==> src/rtl/ab_cond_pkg.sv <==
// Shared types and default parameters for the A/B input conditioner.
// Optional glitch counters are enabled with AB_GLITCH_COUNT_EN.
package ab_cond_pkg;

   // Bit 1 of the encoding equals the accepted output level.
   typedef enum logic [1:0] {
      LOW     = 2'b00,
      WAIT_HI = 2'b01,
      HIGH    = 2'b10,
      WAIT_LO = 2'b11
   } deb_state_t;

   localparam int unsigned DEB_CYCLES_DEFAULT = 4;
   localparam int unsigned CNT_W_DEFAULT      = 8;

endpackage

==> src/rtl/debounce_chan.sv <==
// One conditioner channel: two-flop synchroniser, debounce FSM, edge strobes.
// AB_GLITCH_COUNT_EN adds a saturating count of aborted transitions.
module debounce_chan
   import ab_cond_pkg::*;
#(
   parameter int unsigned DEB_CYCLES = DEB_CYCLES_DEFAULT,
   parameter int unsigned CNT_W      = CNT_W_DEFAULT
) (
   input  logic             clk,
   input  logic             rst_n,
   input  logic             raw,
`ifdef AB_GLITCH_COUNT_EN
   input  logic             glitch_clr,
   output logic [CNT_W-1:0] glitch,
`endif
   output logic             out,
   output logic             rise,
   output logic             fall
);

   if (DEB_CYCLES < 1 || (DEB_CYCLES >> CNT_W) != 0) begin : g_bad_cfg
      $error("debounce_chan: DEB_CYCLES must be in 1 .. 2**CNT_W-1");
   end

   localparam logic [CNT_W-1:0] CntLast = CNT_W'(DEB_CYCLES - 1);
   localparam bit               Direct  = (DEB_CYCLES == 1);

   logic             s1_q, s2_q;
   deb_state_t       state_q, state_d;
   logic [CNT_W-1:0] cnt_q, cnt_d;
   logic             out_q, out_d;
   logic             rise_q, rise_d;
   logic             fall_q, fall_d;

   always_comb begin
      state_d = state_q;
      cnt_d   = cnt_q;
      out_d   = out_q;
      rise_d  = 1'b0;
      fall_d  = 1'b0;
      unique case (state_q)
         LOW: begin
            if (s2_q) begin
               if (Direct) begin
                  state_d = HIGH;
                  out_d   = 1'b1;
                  rise_d  = 1'b1;
               end else begin
                  state_d = WAIT_HI;
                  cnt_d   = CNT_W'(1);
               end
            end
         end
         WAIT_HI: begin
            if (!s2_q) begin
               state_d = LOW;
               cnt_d   = '0;
            end else if (cnt_q == CntLast) begin
               state_d = HIGH;
               cnt_d   = '0;
               out_d   = 1'b1;
               rise_d  = 1'b1;
            end else begin
               cnt_d = cnt_q + CNT_W'(1);
            end
         end
         HIGH: begin
            if (!s2_q) begin
               if (Direct) begin
                  state_d = LOW;
                  out_d   = 1'b0;
                  fall_d  = 1'b1;
               end else begin
                  state_d = WAIT_LO;
                  cnt_d   = CNT_W'(1);
               end
            end
         end
         WAIT_LO: begin
            if (s2_q) begin
               state_d = HIGH;
               cnt_d   = '0;
            end else if (cnt_q == CntLast) begin
               state_d = LOW;
               cnt_d   = '0;
               out_d   = 1'b0;
               fall_d  = 1'b1;
            end else begin
               cnt_d = cnt_q + CNT_W'(1);
            end
         end
         default: begin
            state_d = LOW;
            cnt_d   = '0;
            out_d   = 1'b0;
         end
      endcase
   end

   always_ff @(posedge clk or negedge rst_n) begin
      if (!rst_n) begin
         s1_q    <= 1'b0;
         s2_q    <= 1'b0;
         state_q <= LOW;
         cnt_q   <= '0;
         out_q   <= 1'b0;
         rise_q  <= 1'b0;
         fall_q  <= 1'b0;
      end else begin
         s1_q    <= raw;
         s2_q    <= s1_q;
         state_q <= state_d;
         cnt_q   <= cnt_d;
         out_q   <= out_d;
         rise_q  <= rise_d;
         fall_q  <= fall_d;
      end
   end

   assign out  = out_q;
   assign rise = rise_q;
   assign fall = fall_q;

`ifdef AB_GLITCH_COUNT_EN
   logic             abort;
   logic [CNT_W-1:0] glitch_q;

   // A WAIT state seeing the current level again means the pulse was too short.
   assign abort = ((state_q == WAIT_HI) && !s2_q) || ((state_q == WAIT_LO) && s2_q);

   always_ff @(posedge clk or negedge rst_n) begin
      if (!rst_n) begin
         glitch_q <= '0;
      end else if (glitch_clr) begin
         glitch_q <= '0;
      end else if (abort && (glitch_q != '1)) begin
         glitch_q <= glitch_q + CNT_W'(1);
      end
   end

   assign glitch = glitch_q;
`endif

endmodule

==> src/rtl/ab_input_conditioner.sv <==
// Synchronises and debounces the two raw inputs feeding the AND gate.
// AB_GLITCH_COUNT_EN exposes per-channel aborted-transition counters.
module ab_input_conditioner
   import ab_cond_pkg::*;
#(
   parameter int unsigned DEB_CYCLES = DEB_CYCLES_DEFAULT,
   parameter int unsigned CNT_W      = CNT_W_DEFAULT
) (
   input  logic             clk,
   input  logic             rst_n,
   input  logic             a_raw,
   input  logic             b_raw,
`ifdef AB_GLITCH_COUNT_EN
   input  logic             glitch_clr,
   output logic [CNT_W-1:0] a_glitch,
   output logic [CNT_W-1:0] b_glitch,
`endif
   output logic             a_out,
   output logic             b_out,
   output logic             a_rise,
   output logic             a_fall,
   output logic             b_rise,
   output logic             b_fall
);

   debounce_chan #(
      .DEB_CYCLES (DEB_CYCLES),
      .CNT_W      (CNT_W)
   ) u_chan_a (
      .clk        (clk),
      .rst_n      (rst_n),
      .raw        (a_raw),
`ifdef AB_GLITCH_COUNT_EN
      .glitch_clr (glitch_clr),
      .glitch     (a_glitch),
`endif
      .out        (a_out),
      .rise       (a_rise),
      .fall       (a_fall)
   );

   debounce_chan #(
      .DEB_CYCLES (DEB_CYCLES),
      .CNT_W      (CNT_W)
   ) u_chan_b (
      .clk        (clk),
      .rst_n      (rst_n),
      .raw        (b_raw),
`ifdef AB_GLITCH_COUNT_EN
      .glitch_clr (glitch_clr),
      .glitch     (b_glitch),
`endif
      .out        (b_out),
      .rise       (b_rise),
      .fall       (b_fall)
   );

endmodule

==> config.mk <==
export PLATFORM = sky130hd
export DESIGN_NAME = ab_input_conditioner
export DESIGN_NICKNAME = d
export VERILOG_FILES = /design/src/rtl/ab_cond_pkg.sv /design/src/rtl/debounce_chan.sv /design/src/rtl/ab_input_conditioner.sv
export SDC_FILE = /design/constraint.sdc
export NUM_CORES = 1
export LEC_CHECK = 0
export BUFFER_PORTS_ARGS = -buffer_cell sky130_fd_sc_hd__buf_4
export CAP_MARGIN = 15
export CORE_MARGIN = 3
export CORE_UTILIZATION = 25
export CTS_BUF_LIST = sky130_fd_sc_hd__clkbuf_2
export CTS_CLUSTER_DIAMETER = 120
export DETAILED_ROUTE_END_ITERATION = 10
export PLACE_DENSITY_LB_ADDON = 0.15
export SLEW_MARGIN = 20
export SYNTH_ARGS = -nofsm -noshare
export SYNTH_HDL_FRONTEND = slang
export SYNTH_SLANG_ARGS = --single-unit
==> constraint.sdc <==
create_clock -name clk -period 1.94 [get_ports clk]
set_input_delay 0.097 -clock clk [delete_from_list [all_inputs] [get_ports clk]]
set_output_delay 0.097 -clock clk [all_outputs]
set_load 0.02 [all_outputs]
==> metrics.md <==
| Metric | Value |
|---|---|
| Initial DRT Pass Iterations | `4` |
| Tmin final | `1.72 ns` |
| Fin Clk Skew | `0.00283 ns` |
| Worst Setup End Kind | `register` |
| Final worst-path cycle share | `88.5%` |
| Main combinational cell family by area after synthesis | `simple AND/OR/NAND/NOR gates` |
| Final ANT Viol Nets | `0` |
| Placement Setup Slack | `0.270 ns` |
| Top FF cell, synth | `dfrtp_1` |
| N_diodes | `0` |
| IO Pins | `10` |
| # port buffers | `9` |
| Startpoint types | `register` |
| Worst hold slack | `0.204 ns` |
| CTS Sinks | `30` |
| CTS clock-pin slew for the worst setup and hold paths | `0.15 ns` |
| Count leader, synth | `dfrtp_1` |
| Post-synthesis mux area share | `0.813%` |
| Vias | `1051` |
| Mapped Area | `1390 µm²` |
| Ys async rst share | `100%` |
| Clk buf depth | `2` |
| Starting Density | `26.4%` |
| Worst path max stage delay | `0.45 ns` |
| GPL Wtd Cong | `0.749` |
| Initial antenna violation count | `0` |
| M2 GR Usage | `15.0%` |
| Synth Area in Simple Gates | `18.9%` |
| Rows | `26` |
| Nets | `152` |
| Worst VDD drop | `0.374 mV` |
| Fillers | `530` |
| DRC viols | `0` |
| Setup-failing EPs final | `0` |
| Combinational group share of total power | `32.7%` |
| Setup Buffers After CTS | `0` |
| Compound-gate portion of the synthesized area | `17.8%` |
| Vias/cell | `4.84` |
| Pwr Density | `1100 nW/µm²` |
| First-pass GRT wire length | `4810 µm` |
| EDFF count, synth | `0` |
| Clk_lat worst skew | `0.34 ns` |
| Synth top cells by count | `30 x dfrtp_1, 14 x nand2_1, 9 x a31oi_1` |
| WP data required | `2.20 ns` |
| Final worst setup slack | `0.223 ns` |
| Outcome | `finished, final reports clean` |
| Syn_area_per_cell | `10.8 µm²` |
| Relative slew margins | `68.1%` |
| Worst Path Buf+Inv | `1` |
| Switching power | `692 µW` |
| F_max | `582 MHz` |
| Critical Path AT | `1.97 ns` |
| Top cell type's share of synthesized area | `54.2%` |
| Syn_nets | `134` |
| Vias in the first global route | `1031` |
| Die W | `80.4 µm` |
| Overall routing resource usage | `9.67%` |
| Synthesis-stage register bit count | `30` |
| Max Cap Violations | `0` |
| Core ar. | `5240 µm²` |
| Layout cells sized above 1 | `18.4%` |
| Met3 usage | `3.70%` |
| CTS tree | `done` |
| Routed wire length | `2650 µm` |
| Total negative slack | `0 ns` |
| Final Slew Violations | `0` |
| Leak | `0.000729 µW` |
| Sequential Power Share | `50.5%` |
| Synth warnings | `0` |
| HPWL after DPL | `1850 µm` |
| Sw frac | `39.1%` |
| Clk pwr share | `16.9%` |
| Pint | `1080 µW` |
| Synth Area in Adders | `1.81%` |
| CP max FO | `11` |
| Total CTS buffers | `5` |
| Clock Tree Root | `clkbuf_2` |
| DIE HEIGHT | `80.4 µm` |
| DP Area | `1530 µm²` |
| CP Cell Sequence | `ha_1 > nor4b_4 > a211oi_2 > buf_4 > a21o_1 > a22o_2` |
| Routed wire per std cell | `12.2 µm` |
| Die ar. | `6470 µm²` |
| Post-synthesis sequential area ratio | `54.2%` |
| Worst hold path class | `in -> async` |
| Synthesis-to-finish area growth | `15.6%` |
| Largest net degree at the start of global routing | `31` |
| Final core occ | `30.6%` |
| Slowest-stage cell, CP | `dfrtp_1` |
| Cell taking the most area after synthesis | `dfrtp_1` |
| Post-synthesis xor/xnor area fraction | `3.79%` |
| Congestion Overflow GR | `0` |
| Top Usage Layer GRT | `met2` |
| WS Path Type | `reg -> reg` |
| Largest regs | `u_chan_a.cnt_q (8), u_chan_b.cnt_q (8)` |
| Hold Fails Final Rpt | `0` |
| DR iter-0 viols | `35` |
| Final Cell Area | `1600 µm²` |
| Top cells by area, synth | `dfrtp_1 54%, a31oi_1 4.1%, nand2_1 3.8%, and3_1 2.7%, nand3_1 2.5%` |
| Post-synth cell types | `33` |
| CP top delay family | `compound AO/OA/AOI/OAI gates` |
| Htree depth | `2` |
| Worst-Margin Slew | `0.475 ns` |
| Met1 usage | `12.2%` |
| Unrepaired setup endpoints after global routing | `no` |
| Cells after Synth | `128` |
path summary, 6_finish.rpt:
check | startpoint | end | slack [ns] | cells after the start
max | u_chan_a.cnt_q[0] | u_chan_a.cnt_q[6] | 0.22 | 6
max in group asynchronous | rst_n | u_chan_b.cnt_q[0] | 1.45 | 2
min in group clk | u_chan_a.s1_q | u_chan_a.s2_q | 0.37 | 0
min reg2reg | u_chan_a.s1_q | u_chan_a.s2_q | 0.37 | 0
min | rst_n | u_chan_b.cnt_q[1] | 0.20 | 2
max reg2reg | u_chan_a.cnt_q[0] | u_chan_a.cnt_q[6] | 0.22 | 6
per-layer routing:
layer	wire length (µm)	up-vias
met5	0	-
met3	126	2
li1	-	508
met1	1260	517
met2	1250	24
met4	20	0
power groups by stage:
stage | Combinational (µW) | Clock [µW] | Sequential, µW
final | 577 | 298 | 892
after detailed placement | 579 | 0 | 903
after CTS | 585 | 316 | 892
after global routing | 659 | 354 | 921
after floorplan | 443 | 0 | 885
after global placement | 573 | 0 | 902
repair_timing:
| action | CTS | global route |
|---|---|---|
| endpoints found under the hold margin | 32 | 0 |
| hold buffers | 3 | 0 |
| resized for setup | 0 | 0 |
cells by family after synthesis:
kind of cell / after synthesis
flops: 30
xor+xnor: 6
compound gates: 34
mux: 1
simple gates: 48
fa+ha+maj: 2
buf+inv: 7
cells in the final DEF, fill, tap and decap left out, types with 2 or more instances in the layout:
cell and n:
a31oi_1 9, nand2b_1 2, xor2_1 3, o21ai_0 6
nand2_1 14, and3_1 6, a211oi_2 2, inv_1 4
buf_4 11, nand3_1 7, a211oi_1 2, a21oi_1 5
ha_1 2, clkbuf_2 6, nor2_1 8, dlygate4sd3_1 3
nor3_1 5, a22o_2 2, dfrtp_1 30, a22o_1 3
xnor2_1 3
layout make-up:
class                           instances  area [µm²]  share of cell area, %
Timing Repair Buffer                   14         113                   7.03
Inverter                                4        15.0                  0.937
Tap cell                               70        87.6                   5.47
Clock inverter                          2        8.76                  0.547
Multi-Input combinational cell         91         597                   37.3
Sequential cell                        30         751                   46.9
Clock buffer                            6        30.0                   1.87
per-stage QoR:
stage               cells  power (µW)
floorplan             128        1330
global placement      206        1470
global route          217        1930
CTS                   217        1790
finish                217        1770
detailed placement    206        1480
(Power assumes the default switching activity.)
